--- src/rtl/sensor_debounce_sampler_if.sv ---
// Snapshot handshake between the debounce sampler (master) and its consumer (slave).
interface sensor_debounce_sampler_if;
  logic [5:0] snap_data;
  logic       snap_valid;
  logic       snap_ready;

  modport master (output snap_data, output snap_valid, input snap_ready);
  modport slave  (input snap_data, input snap_valid, output snap_ready);
endinterface

--- src/rtl/sensor_debounce_sampler.sv ---
// Six-input switch debouncer with a snapshot handshake and sticky overrun/chatter flags.
// Define SENSOR_CHATTER_DETECT_EN to build the per-bit chatter (aborted debounce) detector.
module sensor_debounce_sampler #(
  parameter int unsigned DEBOUNCE_CYCLES = 50000,
  parameter int unsigned CHATTER_LIMIT   = 8
) (
  input  logic                             clk,
  input  logic                             rst_n,
  input  logic [5:0]                       sensor_raw,
  output logic [5:0]                       sensor_stable,
  output logic                             change_pulse,
  output logic                             overrun,
  input  logic                             flag_clear,
  output logic [5:0]                       chatter,
  sensor_debounce_sampler_if.master        snap
);

  localparam int unsigned NB       = 6;
  localparam logic [15:0] CNT_LAST = 16'(DEBOUNCE_CYCLES - 1);

  if (DEBOUNCE_CYCLES < 2 || DEBOUNCE_CYCLES > 65535 || CHATTER_LIMIT < 1 || CHATTER_LIMIT > 255) begin : g_bad_params
    $error("sensor_debounce_sampler: parameter out of legal range");
  end

  logic [NB-1:0] sync1_q, sync1_d, sync2_q, sync2_d;
  logic [NB-1:0] stable_q, stable_d;
  logic          pulse_q, pulse_d;
  logic [NB-1:0] snap_data_q, snap_data_d;
  logic          snap_valid_q, snap_valid_d;
  logic          overrun_q, overrun_d;
  logic [NB-1:0] commit;
  logic          commit_any;

  always_comb begin
    sync1_d = sensor_raw;
    sync2_d = sync1_q;
  end

  always_ff @(posedge clk or negedge rst_n) begin
    if (!rst_n) begin
      sync1_q <= '0;
      sync2_q <= '0;
    end else begin
      sync1_q <= sync1_d;
      sync2_q <= sync2_d;
    end
  end

`ifdef SENSOR_CHATTER_DETECT_EN
  localparam logic [7:0] CHAT_LIM = 8'(CHATTER_LIMIT);
  logic [NB-1:0] chat_set;
`endif

  for (genvar gi = 0; gi < NB; gi++) begin : g_bit
    logic [15:0] cnt_q, cnt_d;
    logic        diff;
    logic        commit_b;

    // A commit needs DEBOUNCE_CYCLES consecutive differing samples: counts 0..CNT_LAST, then load.
    always_comb begin
      diff     = sync2_q[gi] ^ stable_q[gi];
      commit_b = 1'b0;
      cnt_d    = '0;
      if (diff) begin
        if (cnt_q >= CNT_LAST) begin
          commit_b = 1'b1;
        end else if (cnt_q != 16'hFFFF) begin
          cnt_d = cnt_q + 16'd1;
        end else begin
          cnt_d = cnt_q;
        end
      end
    end

    always_ff @(posedge clk or negedge rst_n) begin
      if (!rst_n) cnt_q <= '0;
      else        cnt_q <= cnt_d;
    end

    assign commit[gi] = commit_b;

`ifdef SENSOR_CHATTER_DETECT_EN
    logic [7:0] abort_q, abort_d;
    logic       chat_set_b;

    // An abort is a debounce run that ended (input returned) before reaching commit.
    always_comb begin
      abort_d    = abort_q;
      chat_set_b = 1'b0;
      if (commit_b) begin
        abort_d = '0;
      end else if (!diff && cnt_q != '0) begin
        if (abort_q != 8'hFF) abort_d = abort_q + 8'd1;
        chat_set_b = (abort_d >= CHAT_LIM);
      end
    end

    always_ff @(posedge clk or negedge rst_n) begin
      if (!rst_n) abort_q <= '0;
      else        abort_q <= abort_d;
    end

    assign chat_set[gi] = chat_set_b;
`endif
  end

  always_comb begin
    commit_any   = |commit;
    stable_d     = (stable_q & ~commit) | (sync2_q & commit);
    pulse_d      = commit_any;
    snap_data_d  = snap_data_q;
    snap_valid_d = snap_valid_q;
    if (commit_any) begin
      snap_data_d  = stable_d;
      snap_valid_d = 1'b1;
    end else if (snap_valid_q && snap.snap_ready) begin
      snap_valid_d = 1'b0;
    end
    // Set beats clear; an accept on the commit edge is not an overwrite.
    overrun_d = (commit_any && snap_valid_q && !snap.snap_ready) || (overrun_q && !flag_clear);
  end

  always_ff @(posedge clk or negedge rst_n) begin
    if (!rst_n) begin
      stable_q     <= '0;
      pulse_q      <= 1'b0;
      snap_data_q  <= '0;
      snap_valid_q <= 1'b0;
      overrun_q    <= 1'b0;
    end else begin
      stable_q     <= stable_d;
      pulse_q      <= pulse_d;
      snap_data_q  <= snap_data_d;
      snap_valid_q <= snap_valid_d;
      overrun_q    <= overrun_d;
    end
  end

`ifdef SENSOR_CHATTER_DETECT_EN
  logic [NB-1:0] chatter_q, chatter_d;

  always_comb begin
    chatter_d = chat_set | (chatter_q & ~{NB{flag_clear}});
  end

  always_ff @(posedge clk or negedge rst_n) begin
    if (!rst_n) chatter_q <= '0;
    else        chatter_q <= chatter_d;
  end

  assign chatter = chatter_q;
`else
  assign chatter = '0;
`endif

  assign sensor_stable   = stable_q;
  assign change_pulse    = pulse_q;
  assign overrun         = overrun_q;
  assign snap.snap_data  = snap_data_q;
  assign snap.snap_valid = snap_valid_q;

endmodule

--- src/flat_wrapper.sv ---
// flat-port wrapper written by rule: the top's interface ports become plain ports
module sensor_debounce_sampler_flat 
#(
  parameter int unsigned DEBOUNCE_CYCLES = 50000,
  parameter int unsigned CHATTER_LIMIT   = 8
)
  (clk, rst_n, sensor_raw, sensor_stable, change_pulse, overrun, flag_clear, chatter, snap_snap_data, snap_snap_valid, snap_snap_ready);
  sensor_debounce_sampler_if snap_i ();
  input  logic clk;
  input  logic rst_n;
  input  logic [5:0] sensor_raw;
  output logic [5:0] sensor_stable;
  output logic change_pulse;
  output logic overrun;
  input  logic flag_clear;
  output logic [5:0] chatter;
  output wire logic [$bits(snap_i.snap_data)-1:0] snap_snap_data;
  output wire logic [$bits(snap_i.snap_valid)-1:0] snap_snap_valid;
  input wire logic [$bits(snap_i.snap_ready)-1:0] snap_snap_ready;
  assign snap_snap_data = snap_i.snap_data;
  assign snap_snap_valid = snap_i.snap_valid;
  assign snap_i.snap_ready = snap_snap_ready;
  sensor_debounce_sampler #(.DEBOUNCE_CYCLES(DEBOUNCE_CYCLES), .CHATTER_LIMIT(CHATTER_LIMIT)) u_core (.clk(clk), .rst_n(rst_n), .sensor_raw(sensor_raw), .sensor_stable(sensor_stable), .change_pulse(change_pulse), .overrun(overrun), .flag_clear(flag_clear), .chatter(chatter), .snap(snap_i));
endmodule
--- config.mk ---
export PLATFORM = sky130hd
export DESIGN_NAME = sensor_debounce_sampler_flat
export DESIGN_NICKNAME = d
export VERILOG_FILES = /design/src/rtl/sensor_debounce_sampler_if.sv /design/src/rtl/sensor_debounce_sampler.sv /design/src/flat_wrapper.sv
export SDC_FILE = /design/constraint.sdc
export NUM_CORES = 1
export LEC_CHECK = 0
export CELL_PAD_IN_SITES_DETAIL_PLACEMENT = 0
export CELL_PAD_IN_SITES_GLOBAL_PLACEMENT = 1
export CORE_ASPECT_RATIO = 1.75
export CORE_MARGIN = 2
export CORE_UTILIZATION = 42
export CTS_CLUSTER_SIZE = 40
export DETAILED_ROUTE_END_ITERATION = 10
export PLACE_DENSITY_LB_ADDON = 0.1
export SLEW_MARGIN = 15
export SYNTH_ARGS = -nofsm -noshare
export SYNTH_HDL_FRONTEND = slang
export SYNTH_SLANG_ARGS = --single-unit
--- constraint.sdc ---
create_clock -name clk -period 2.2 [get_ports clk]
set_input_delay 0.44 -clock clk [delete_from_list [all_inputs] [get_ports clk]]
set_output_delay 0.44 -clock clk [all_outputs]
set_load 0.01 [all_outputs]
=== Word-level counts from Yosys, hierarchy flattened ===
Cells that the tools add are included.

* Bits in registers: 123
* Input port bits: 10
* Output and inout bits: 21
* Logic and storage cells: 88

* Add/subtract/negate cells: 6
* Magnitude comparators: 6
* Eq/ne operators: 12
* Multiplexer cells: 32
* Bitwise gates (word level): 10
* Reduce and logical (&&, ||, !) cells: 9

{| class="wikitable"
|+ Operators with widths
! operator !! count
|-
| 16-bit two-way mux || 18
|-
| 16-bit by 1-bit adder with 16-bit output (second input constant) || 6
|-
| 16-bit >= comparator (second input constant) || 6
|-
| 16-bit != test (second input constant) || 6
|-
| 3-bit != test (second input constant) || 6
|-
| 1-bit two-way mux || 14
|-
| 6-bit bitwise AND || 2
|-
| 6-bit NOT || 1
|-
| 6-bit bitwise OR || 1
|-
| 6-bit OR reduction || 1
|-
| 1-bit XOR || 6
|-
| 1-bit logical AND || 4
|-
| 1-bit logical NOT || 2
|-
| 2-bit nonzero test || 1
|-
| 1-bit logical OR || 1
|}

=== Depth between registers and ports, before layout ===
* Word-level depth: 7
* Gate-level depth with buffers: 9
* Mapped depth without buffers: 7

=== Least setup slack after synthesis ===
No wires, ideal clock.

* Path type: register -> register
* Start: register u_core.g_bit[0].cnt_q[0]
* End: register u_core.snap_data_q[0] (netlist: u_core.snap.snap_data[0])
* Library setup time: 0.125 ns
* Data arrival time: 2.071 ns
* Data required time: 2.075 ns
* Slack: 0.004 ns
* Cell stages (with the launch flop): 8
* Buffers on the path: 0
* Period minus slack after synthesis: 2.196 ns
* Path through: dfrtp_1 > ha_1 > and3_1 > o41ai_1 > a21oi_1 > o2bb2ai_2 > nor3_4 > mux2_2

* Longest elaborated chain between the ends: 6
* Elaborated cells on any way between the ends: 8
* Those cells by class: 1 x order compare; 2 x mux; 4 x bitwise; 1 x reduce/logical

{| class="wikitable"
|+ Ends and longest elaborated chain
! item !! RTL line !! RTL
|-
| from (decl) || sensor_debounce_sampler.sv:55 || <nowiki>logic [15:0] cnt_q, cnt_d;</nowiki>
|-
| from (signal assigned) || sensor_debounce_sampler.sv:77 || <nowiki>else cnt_q <= cnt_d;</nowiki>
|-
| 16-bit >= comparator (*) || sensor_debounce_sampler.sv:65 || <nowiki>if (cnt_q >= CNT_LAST) begin</nowiki>
|-
| 1-bit two-way mux (*) || sensor_debounce_sampler.sv:65 ||
|-
| 1-bit two-way mux (*) || sensor_debounce_sampler.sv:64 || <nowiki>if (diff) begin</nowiki>
|-
| 6-bit NOT || sensor_debounce_sampler.sv:109 || <nowiki>stable_d = (stable_q & ~commit) | (sync2_q & commit);</nowiki>
|-
| 6-bit bitwise AND || sensor_debounce_sampler.sv:109 ||
|-
| 6-bit bitwise OR || sensor_debounce_sampler.sv:109 ||
|-
| to (signal assigned) || sensor_debounce_sampler.sv:133 || <nowiki>snap_data_q <= snap_data_d;</nowiki>
|-
| to (decl) || sensor_debounce_sampler.sv:28 || <nowiki>logic [NB-1:0] snap_data_q, snap_data_d;</nowiki>
|}

Every way passes the cells marked *; elsewhere a longest branch is shown, timed or not.
A chain may end at the register's enable or synchronous reset.

=== Final worst setup path ===
* Start: register u_core.g_bit[0].cnt_q[1]
* End: register u_core.snap_data_q[1] (netlist: u_core.snap.snap_data[1])

* Longest elaborated chain between the ends: 4

{| class="wikitable"
|+ Ends and longest elaborated chain
! item !! RTL line !! RTL
|-
| 16-bit >= comparator || sensor_debounce_sampler.sv:65 ||
|-
| 1-bit two-way mux || sensor_debounce_sampler.sv:65 ||
|-
| 1-bit two-way mux || sensor_debounce_sampler.sv:64 ||
|-
| 6-bit OR reduction || sensor_debounce_sampler.sv:108 || <nowiki>commit_any = |commit;</nowiki>
|}

No other way between the ends.

==> results.toml <==
[run_status]
run_status = "complete, no violations"

[synthesis]
postSynthAreaPerCell_sq_um = 10.3
most_common_cell_in_the_netlist = "dfrtp_1"
dominant_cells_by_area_after_synthesis = "dfrtp_1 53%, nor2_1 5.3%, xor2_1 5.1%, nand3_1 3.6%, and3_1 2.9%"
cell_accounting_for_the_most_synthesized_area = "dfrtp_1"
synth-seq-cells = 123
portion_of_synthesized_cell_area_occupied_by_the_leading_cell_type_pct = 53.2
netlist_area_sq_mm = 0.00579
syn-instance-count = 564
seq_area_frac_synth_pct = 53.2
synthArstFlopShare_pct = 100
synth-edff-count = 0
netlist-cell-type-count = 53
synthesis.yosys.warnings = 0
synthFlopType = "dfrtp_1"
synth_common_cells = "123 x dfrtp_1, 82 x nor2_1, 42 x nand3_1, 34 x xor2_1, 27 x and3_1"

[placed_design]
dpl.hpwl_um = 8470
io_buffer_count = 24
dpl-instance-area_sq_mm = 0.00648
dpl.cell_count = 786
gp_routability_congestion = 0.795

[routing]
routed_wirelength_um = 12100
ant_nets = 0
drt_drc_violations_left = 0
first_pass_iters = 4
drt-wirelength-per-cell_um = 14.8
num_vias = 4434
initialDrtViolationCount = 133
highest-signal-layer = "met4"
vias_per_cell = 5.41
routed_length_on_met1_um = 5150
met3_wl_um = 358
route.met2.wl_um = 6440

[finish]
nets = 650
area_delta_synth_final_pct = 23.7
final_cell_area_sq_mm = 0.00716
num_antenna_cells = 0
post_route_cells_drive_above_1_share_pct = 15.5
layout.cells.non_filler = 820

[floorplanning]
number_of_top_level_design_ports = 31
initial_core_utilization_pct = 43.0
die_height_um = 159
core-area_sq_mm = 0.0135
die_outline_area_sq_mm = 0.0148
std_cell_rows = 56
die_x_um = 92.7

[worst_setup_path]
critical_path.startpoint_type = "flip-flop"
worstSetupEndpointType = "flip-flop"
critPathArrivalTime_ns = 2.41
setup.worst_path.class = "flip-flop to flip-flop"
timing.critical_path.required_ns = 2.48
worst-path-max-fanout = 7

[global_route]
first_global_vias = 4474
globalRouteOverflowTotal = 0
grt_use_total_pct = 17.5
grt_max_degree = 53
antenna_found_initial = 0
first_pass_grt_wire_length_um = 20900

[power_and_ir_drop]
netSwitchingPower_w = 0.00111
power.leakage_nw = 3.29
pwr-share-clk_pct = 52.3
power.density_mw_per_mm2 = 743
p_int_w = 0.00421
seqPwrFrac_pct = 43.9
combinational_fraction_of_design_power_pct = 3.9
swShare_pct = 20.8
max-vdd-ir-drop_v = 0.000467

[clock_tree]
cts_made_buffers = 17
clkSlewWorstSetupHoldPaths_ns = 0.06
cts_tree = "done"
cts.sinks = 123
clock_path_buffers = 2
clockRootBuffer = "clkbuf_16"
clk_latency_ns = 0.41
htree_levels = 4

[sta]
rsz_0062_raised_after_global_routing = "true"
setup_viol = 0
hold_viol = 0
clock-skew-final_ns = 0.0116
final.period_utilization_pct = 96.9
fmax_mhz = 469
timing_max_transition_violations_final = 0
final_period_minus_worst_setup_slack_ns = 2.13
final.setup.tns_ns = 0

[run]
maxCapViolCount = 0

[min_path]
min_path_type = "flip-flop to flip-flop"
==> state kept, by name, indices dropped and copies added, names as in the netlist <==
register                cells
u_core.snap.snap_valid      1
u_core.change_pulse         1
u_core.sync2_q              6
u_core.sensor_stable        6
u_core.sync1_q              6
u_core.snap.snap_data       6
u_core.overrun              1
u_core.g_bit.cnt_q         96
==> area by class of cell <==
type                            instances  area (sq um)
Sequential cell                       123          3080
Timing Repair Buffer                   68           608
Clock inverter                          8           118
Multi-Input combinational cell        412          2630
Tap cell                              174           218
Clock buffer                           23           468
Inverter                               12          45.0
Fill cell                            1241          6290
==> placed cells by master (no fill, tap or decap), types with 4 or more instances in the layout <==
cell type	count
and4_1	16
a211oi_1	7
clkdlybuf4s50_1	23
xnor2_1	13
inv_1	12
nand4_1	14
ha_1	5
xor2_1	34
buf_4	41
nand3_1	42
and2_1	4
o21ai_0	9
conb_1	6
nor2_1	82
and3_1	26
o21a_1	4
o211ai_1	6
a311oi_1	5
dfrtp_1	123
a21oi_1	20
clkbuf_16	17
nor3_1	17
clkbuf_1	4
clkinv_2	4
mux2_2	12
nand2_1	24
nor4_1	5
a31oi_1	14
==> power by group through the flow <==
stage               Sequential, W  Combinational, W  Clock (W)
floorplan                 0.00237         0.0000906          0
global placement          0.00237          0.000204          0
detailed placement        0.00237          0.000208          0
CTS                       0.00233          0.000210    0.00285
global route              0.00234          0.000240    0.00295
finish                    0.00233          0.000206    0.00278
==> per-stage QoR <==
stage	hold slack, ns	setup slack [ns]	utilization (%)	total power [W]
CTS	0.348	0.00429	52.8	0.00539
detailed placement	0.293	-0.0827	48.2	0.00258
global route	0.355	-0.0136	53.2	0.00553
floorplan	0.144	0.00384	-	0.00246
global placement	0.292	-0.0224	48.2	0.00257
finish	0.346	0.0686	53.2	0.00532
==> worst paths after layout <==
check | from | end | slack [ns] | cells past startpoint
max in group asynchronous | rst_n | u_core.g_bit[3].cnt_q[12] | 1.12 | 3
setup / recovery | u_core.g_bit[0].cnt_q[1] | u_core.snap.snap_data[1] | 0.07 | 8
hold reg to reg | u_core.sync1_q[3] | u_core.sync2_q[3] | 0.35 | 0
setup reg to reg | u_core.g_bit[0].cnt_q[1] | u_core.snap.snap_data[1] | 0.07 | 8
hold / removal | u_core.sync1_q[3] | u_core.sync2_q[3] | 0.35 | 0
min in group asynchronous | rst_n | u_core.g_bit[1].cnt_q[10] | 0.41 | 2
==> repair_timing <==
item                                   4_1_cts  5_1_grt
setup endpoints to repair                    6       24
endpoints found under the hold margin        6        0
pin swaps                                    1        3
resized for setup                            0        9
setup buffers                                1        1
hold buffers                                 1        0
==> per-layer routing <==
layer / vias up / global-route usage, %
met2: 57 / 30.6
li1: 2168 / -
met1: 2197 / 20.8
met4: 0 / 5.75
met3: 12 / 4.73
met5: - / 0
==> critical path, cell delays in order, from the launching register on <==
cell	delay [ns]
dfrtp_1	0.39
ha_2	0.18
and3_4	0.19
o41ai_4	0.33
a21oi_2	0.10
o2bb2ai_2	0.14
nor3_4	0.20
buf_12	0.14
mux2_2	0.33
==> logic make-up after synthesis <==
| family | Yosys count | share of synthesized area, % |
|---|---|---|
| adders and majority gates | 6 | 1.30 |
| buffers and inverters | 34 | 2.68 |
| other | 1 | 0.0648 |
| DFF | 123 | 53.2 |
| xor gates and xnor gates | 47 | 7.12 |
| and+or+nand+nor | 251 | 22.5 |
| muxes | 15 | 2.85 |
| AOI/OAI and AO/OA | 87 | 10.3 |
(Power assumes the default switching activity.)
==> variant 1 (config.mk and constraints unchanged) <==
Add an input register stage for `sensor_raw`; this delays it by one clock. The other inputs are not delayed to match.
--- a/src/rtl/sensor_debounce_sampler.sv
+++ b/src/rtl/sensor_debounce_sampler.sv
@@ -20,2 +20,8 @@
 
+  logic [5:0] sensor_raw_q;
+
+  always_ff @(posedge clk) begin
+    sensor_raw_q <= sensor_raw;
+  end
+
   if (DEBOUNCE_CYCLES < 2 || DEBOUNCE_CYCLES > 65535 || CHATTER_LIMIT < 1 || CHATTER_LIMIT > 255) begin : g_bad_params
@@ -34,3 +40,3 @@
   always_comb begin
-    sync1_d = sensor_raw;
+    sync1_d = sensor_raw_q;
     sync2_d = sync1_q;
Function: no difference found for any inputs over 10 cycles, from zero or initial values and one cycle with rst_n low; that may be too few to reach the edited logic, so the function may still have changed.
==> variant 1 against the original RTL <==
- the flow now finishes with violations (setup timing)
- sequential cell count up 6
- wire length shrank 2.1%
- total power up 3.7%
- count of clock-buffer cells in the layout decreased by 3
- synthesized area rose by 0.61%
- final area up 0.75%
- worst setup slack got worse by 0.086 ns
- cell count down 0.24%
- core utilization up 0.40 points
- synthesized cell count is 0.71% lower
- clock skew about the same
- die area is 0.59% higher
- maximum frequency is 3.9% lower
- critical path type unchanged
- critical endpoint is now u_core.snap.snap_data[3]
- largest power group unchanged
- highest routed layer unchanged
==> variant 1: results <==
metrics = {
    "synth": {
        "ys_types": 47,
        "ys_seq_area_frac": 0.5494,
        "ys.flop_type": "dfrtp_1",
        "syn_avg_cell_area_um2": 10.39,
        "async_flop_share": 0.9535,
        "synth_top_cells_by_area": "dfrtp_1 53%, nor2_1 6.1%, xor2_1 5.1%",
    },
    "place": {
        "post-place-ws_ns": -0.02862,
        "dp.cells": 781,
        "place_hpwl_um": 8181,
    },
    "finish": {
        "drive_gt1_frac": 0.1615,
        "final_cells": 818,
        "layout.nets": 647,
    },
    "outcome": {
        "status": "finished, violations left",
        "violations": "setup timing",
    },
    "timing": {
        "fin_skew_ns": 0.01165,
        "layout_setup_ws_ns": -0.01726,
        "setup_viol": 4,
    },
    "pwr": {
        "vdd_drop_max_uv": 437.7,
        "p_sw_frac": 0.2150,
    },
    "routing": {
        "routed_via_density": 5.198,
        "drt_first_pass_iters": 4,
        "drt-initial-drc-count": 186,
    },
    "critical_path": {
        "crit_path_max_fanout": 6,
        "reg2reg_depth": 6,
        "slowest_stage": "or4_4",
        "cp_top_family": "simple AND/OR/NAND/NOR gates",
        "reg2reg_from": "u_core.g_bit[4].cnt_q[12]",
        "slowest_delay_ns": 0.53,
    },
    "global_route": {
        "grt_pass1_vias": 4373,
        "grt_usage": 0.1671,
        "grt_max_degree": 47,
        "grt_first_pass_wirelength_um": 19820,
    },
    "worst_hold_path": {
        "hold_class": "primary input to async pin",
    },
}
variant 1: per-stage QoR:
step	power, W	instance area, µm²	hold slack, ns
after floorplan	0.002573	5839	0.1444
after global placement	0.002675	6487	0.3181
after detailed placement	0.002682	6487	0.3214
after CTS	0.005593	7117	0.02062
after global routing	0.005737	7213	0.04260
final	0.005519	7213	0.008408
variant 1: area by class of cell:
class                           count  area, µm²
Timing Repair Buffer               64      570.5
Fill cell                        1268       6240
Inverter                           11      41.29
Clock inverter                     12      158.9
Sequential cell                   129       3198
Clock buffer                       20      456.7
Multi-Input combinational cell    408       2570
Tap cell                          174      217.7
variant 1: worst max path at each step:
stage,start,endpoint
2_1_floorplan,u_core.g_bit[4].cnt_q[13],u_core.snap.snap_data[0]
3_3_place_gp,u_core.g_bit[1].cnt_q[1],u_core.snap.snap_data[3]
3_5_place_dp,u_core.g_bit[1].cnt_q[1],u_core.snap.snap_data[3]
4_1_cts,u_core.g_bit[3].cnt_q[12],u_core.snap.snap_data[1]
5_1_grt,u_core.g_bit[4].cnt_q[12],u_core.snap.snap_data[3]
6_report,u_core.g_bit[4].cnt_q[12],u_core.snap.snap_data[3]
variant 1: repair_timing:
action                     in CTS  in global routing
cloned                          0                  0
buffers inserted                0                  5
gates resized for setup         4                 13
pin swaps                       0                  7
setup endpoints to repair       6                  7
variant 1: layer usage:
layer | up-vias | track usage | wire (µm)
met5 | - | 0 | 0
met4 | 0 | 0.06684 | 138
met3 | 10 | 0.03585 | 273
met2 | 57 | 0.2978 | 6247
met1 | 2088 | 0.1918 | 5185
li1 | 2097 | - | -
variant 1: cell families (layout without fill, tap and decap cells):
logic type      after synthesis  in the layout  share of synthesized area
simple gates                260            260                     0.2227
other cells                   1              6                  0.0006443
fa+ha+maj                     6              6                    0.01290
buf+inv                      28            107                    0.02343
xor+xnor                     60             60                    0.09028
mux                          14             14                    0.03052
flops                       129            129                     0.5494
compound gates               62             62                    0.07008
variant 1: power by group through the flow:
stage          clock, W  sequential (W)  combinational (W)
6_report        0.00288         0.00245           0.000186
5_1_grt         0.00307         0.00246           0.000214
4_1_cts         0.00295         0.00245           0.000189
3_5_place_dp          0         0.00249           0.000190
3_3_place_gp          0         0.00249           0.000185
2_1_floorplan         0         0.00249          0.0000859
==> variant 2 (config.mk and constraints unchanged) <==
Made on the original files. Build with the macro `SENSOR_CHATTER_DETECT_EN` defined.
--- a/src/rtl/sensor_debounce_sampler.sv
+++ b/src/rtl/sensor_debounce_sampler.sv
@@ -2,2 +2,4 @@
 // Define SENSOR_CHATTER_DETECT_EN to build the per-bit chatter (aborted debounce) detector.
+`define SENSOR_CHATTER_DETECT_EN
+
 module sensor_debounce_sampler #(
Formal check against the unedited RTL: no difference found for any inputs over 10 cycles, from zero or initial values and one cycle with rst_n low; that may be too few to reach the edited logic, so the function may still have changed.
==> variant 2 against the original RTL <==
- non-clock buffer count up 70
- synthesized area grew 58%
- via count is 69% higher
- sequential cell count increased by 54
- clock power grew 13%
- total power grew 58%
- final area increased by 57%
- worst setup slack gained 0.022 ns
- wire length up 76%
- highest routed layer unchanged
==> variant 2: results <==
metrics = {
    "timing": {
        "fin_skew_ns": 0.009662,
    },
    "finish": {
        "num-nonclk-inverters": 36,
        "fill_cells": 2026,
        "clkbuf_count": 18,
        "clk_share": 0.05408,
        "layout.nets": 1117,
    },
    "outcome": {
        "status": "finished clean",
    },
    "routing": {
        "vias": 7478,
        "routedWlPerCell_um": 15.24,
        "wl_met3_um": 424,
        "met2WireLength_um": 11680,
    },
    "global_route": {
        "grt_first_pass_wirelength_um": 36810,
        "grt_pass1_vias": 7685,
        "grt_util_met3": 0.03276,
        "use_met1": 0.2318,
        "grt_use_met2": 0.3695,
        "grt_usage": 0.1991,
    },
    "place": {
        "dpl-instance-area_mm2": 0.01055,
        "place_congestion": 0.8186,
        "portBuffers": 30,
        "post-place-ws_ns": 0.008619,
    },
    "critical_path": {
        "crit_path_max_fanout": 3,
    },
    "synth": {
        "synth_top_cells_by_area": "dfrtp_1 48%, nor2_1 5.4%, nand3_1 3.9%",
        "synth_seq_cells": 177,
        "synth.top_cells.by_count": "177 x dfrtp_1, 131 x nor2_1, 72 x nand3_1",
    },
    "floorplan": {
        "coreArea_mm2": 0.02141,
    },
    "pwr": {
        "p_sw_frac": 0.2842,
        "power_density_mw_per_mm2": 751.0,
    },
    "clock_tree": {
        "clock_latency_ns": 0.43,
    },
}
-- variant 2: logic make-up (layout without fill, tap and decap cells) --
| kind of cell | Yosys count | after routing | synth area share |
|---|---|---|---|
| AO/OA/AOI/OAI | 179 | 179 | 0.1320 |
| multiplexers | 29 | 29 | 0.03642 |
| buffers and inverters | 54 | 206 | 0.02327 |
| AND/OR/NAND/NOR | 437 | 437 | 0.2453 |
| adder cells (fa/ha/maj) | 18 | 18 | 0.02464 |
| flip-flops | 177 | 177 | 0.4847 |
| XOR/XNOR | 56 | 56 | 0.05367 |
-- variant 2: power by group through the flow --
stage	registers [W]	logic (W)	clock network (W)
6_report	0.00390	0.00138	0.00315
3_5_place_dp	0.00395	0.00136	0
5_1_grt	0.00394	0.00157	0.00339
4_1_cts	0.00389	0.00138	0.00327
3_3_place_gp	0.00394	0.00135	0
2_1_floorplan	0.00390	0.000813	0
-- variant 2: timing repair --
item | CTS | global route
resized for setup | 1 | 12
endpoints found under the setup margin | 1 | 20
hold endpoints to repair | 45 | 0
gates cloned | 0 | 1
hold buffers | 1 | 0
pin swaps | 0 | 5
setup buffers | 0 | 0
-- variant 2: final timing paths --
| path | startpoint | to | cells after the start |
|---|---|---|---|
| worst max-delay path | u_core.g_bit[4].cnt_q[12] | u_core.snap.snap_data[2] | 6 |
| worst min-delay path | u_core.sync1_q[5] | u_core.sync2_q[5] | 0 |
| worst max register to register | u_core.g_bit[4].cnt_q[12] | u_core.snap.snap_data[2] | 6 |
| worst min register to register | u_core.sync1_q[5] | u_core.sync2_q[5] | 0 |
| max in group asynchronous | rst_n | u_core.g_bit[1].cnt_q[6] | 3 |
| min in group asynchronous | rst_n | u_core.g_bit[0].cnt_q[7] | 2 |
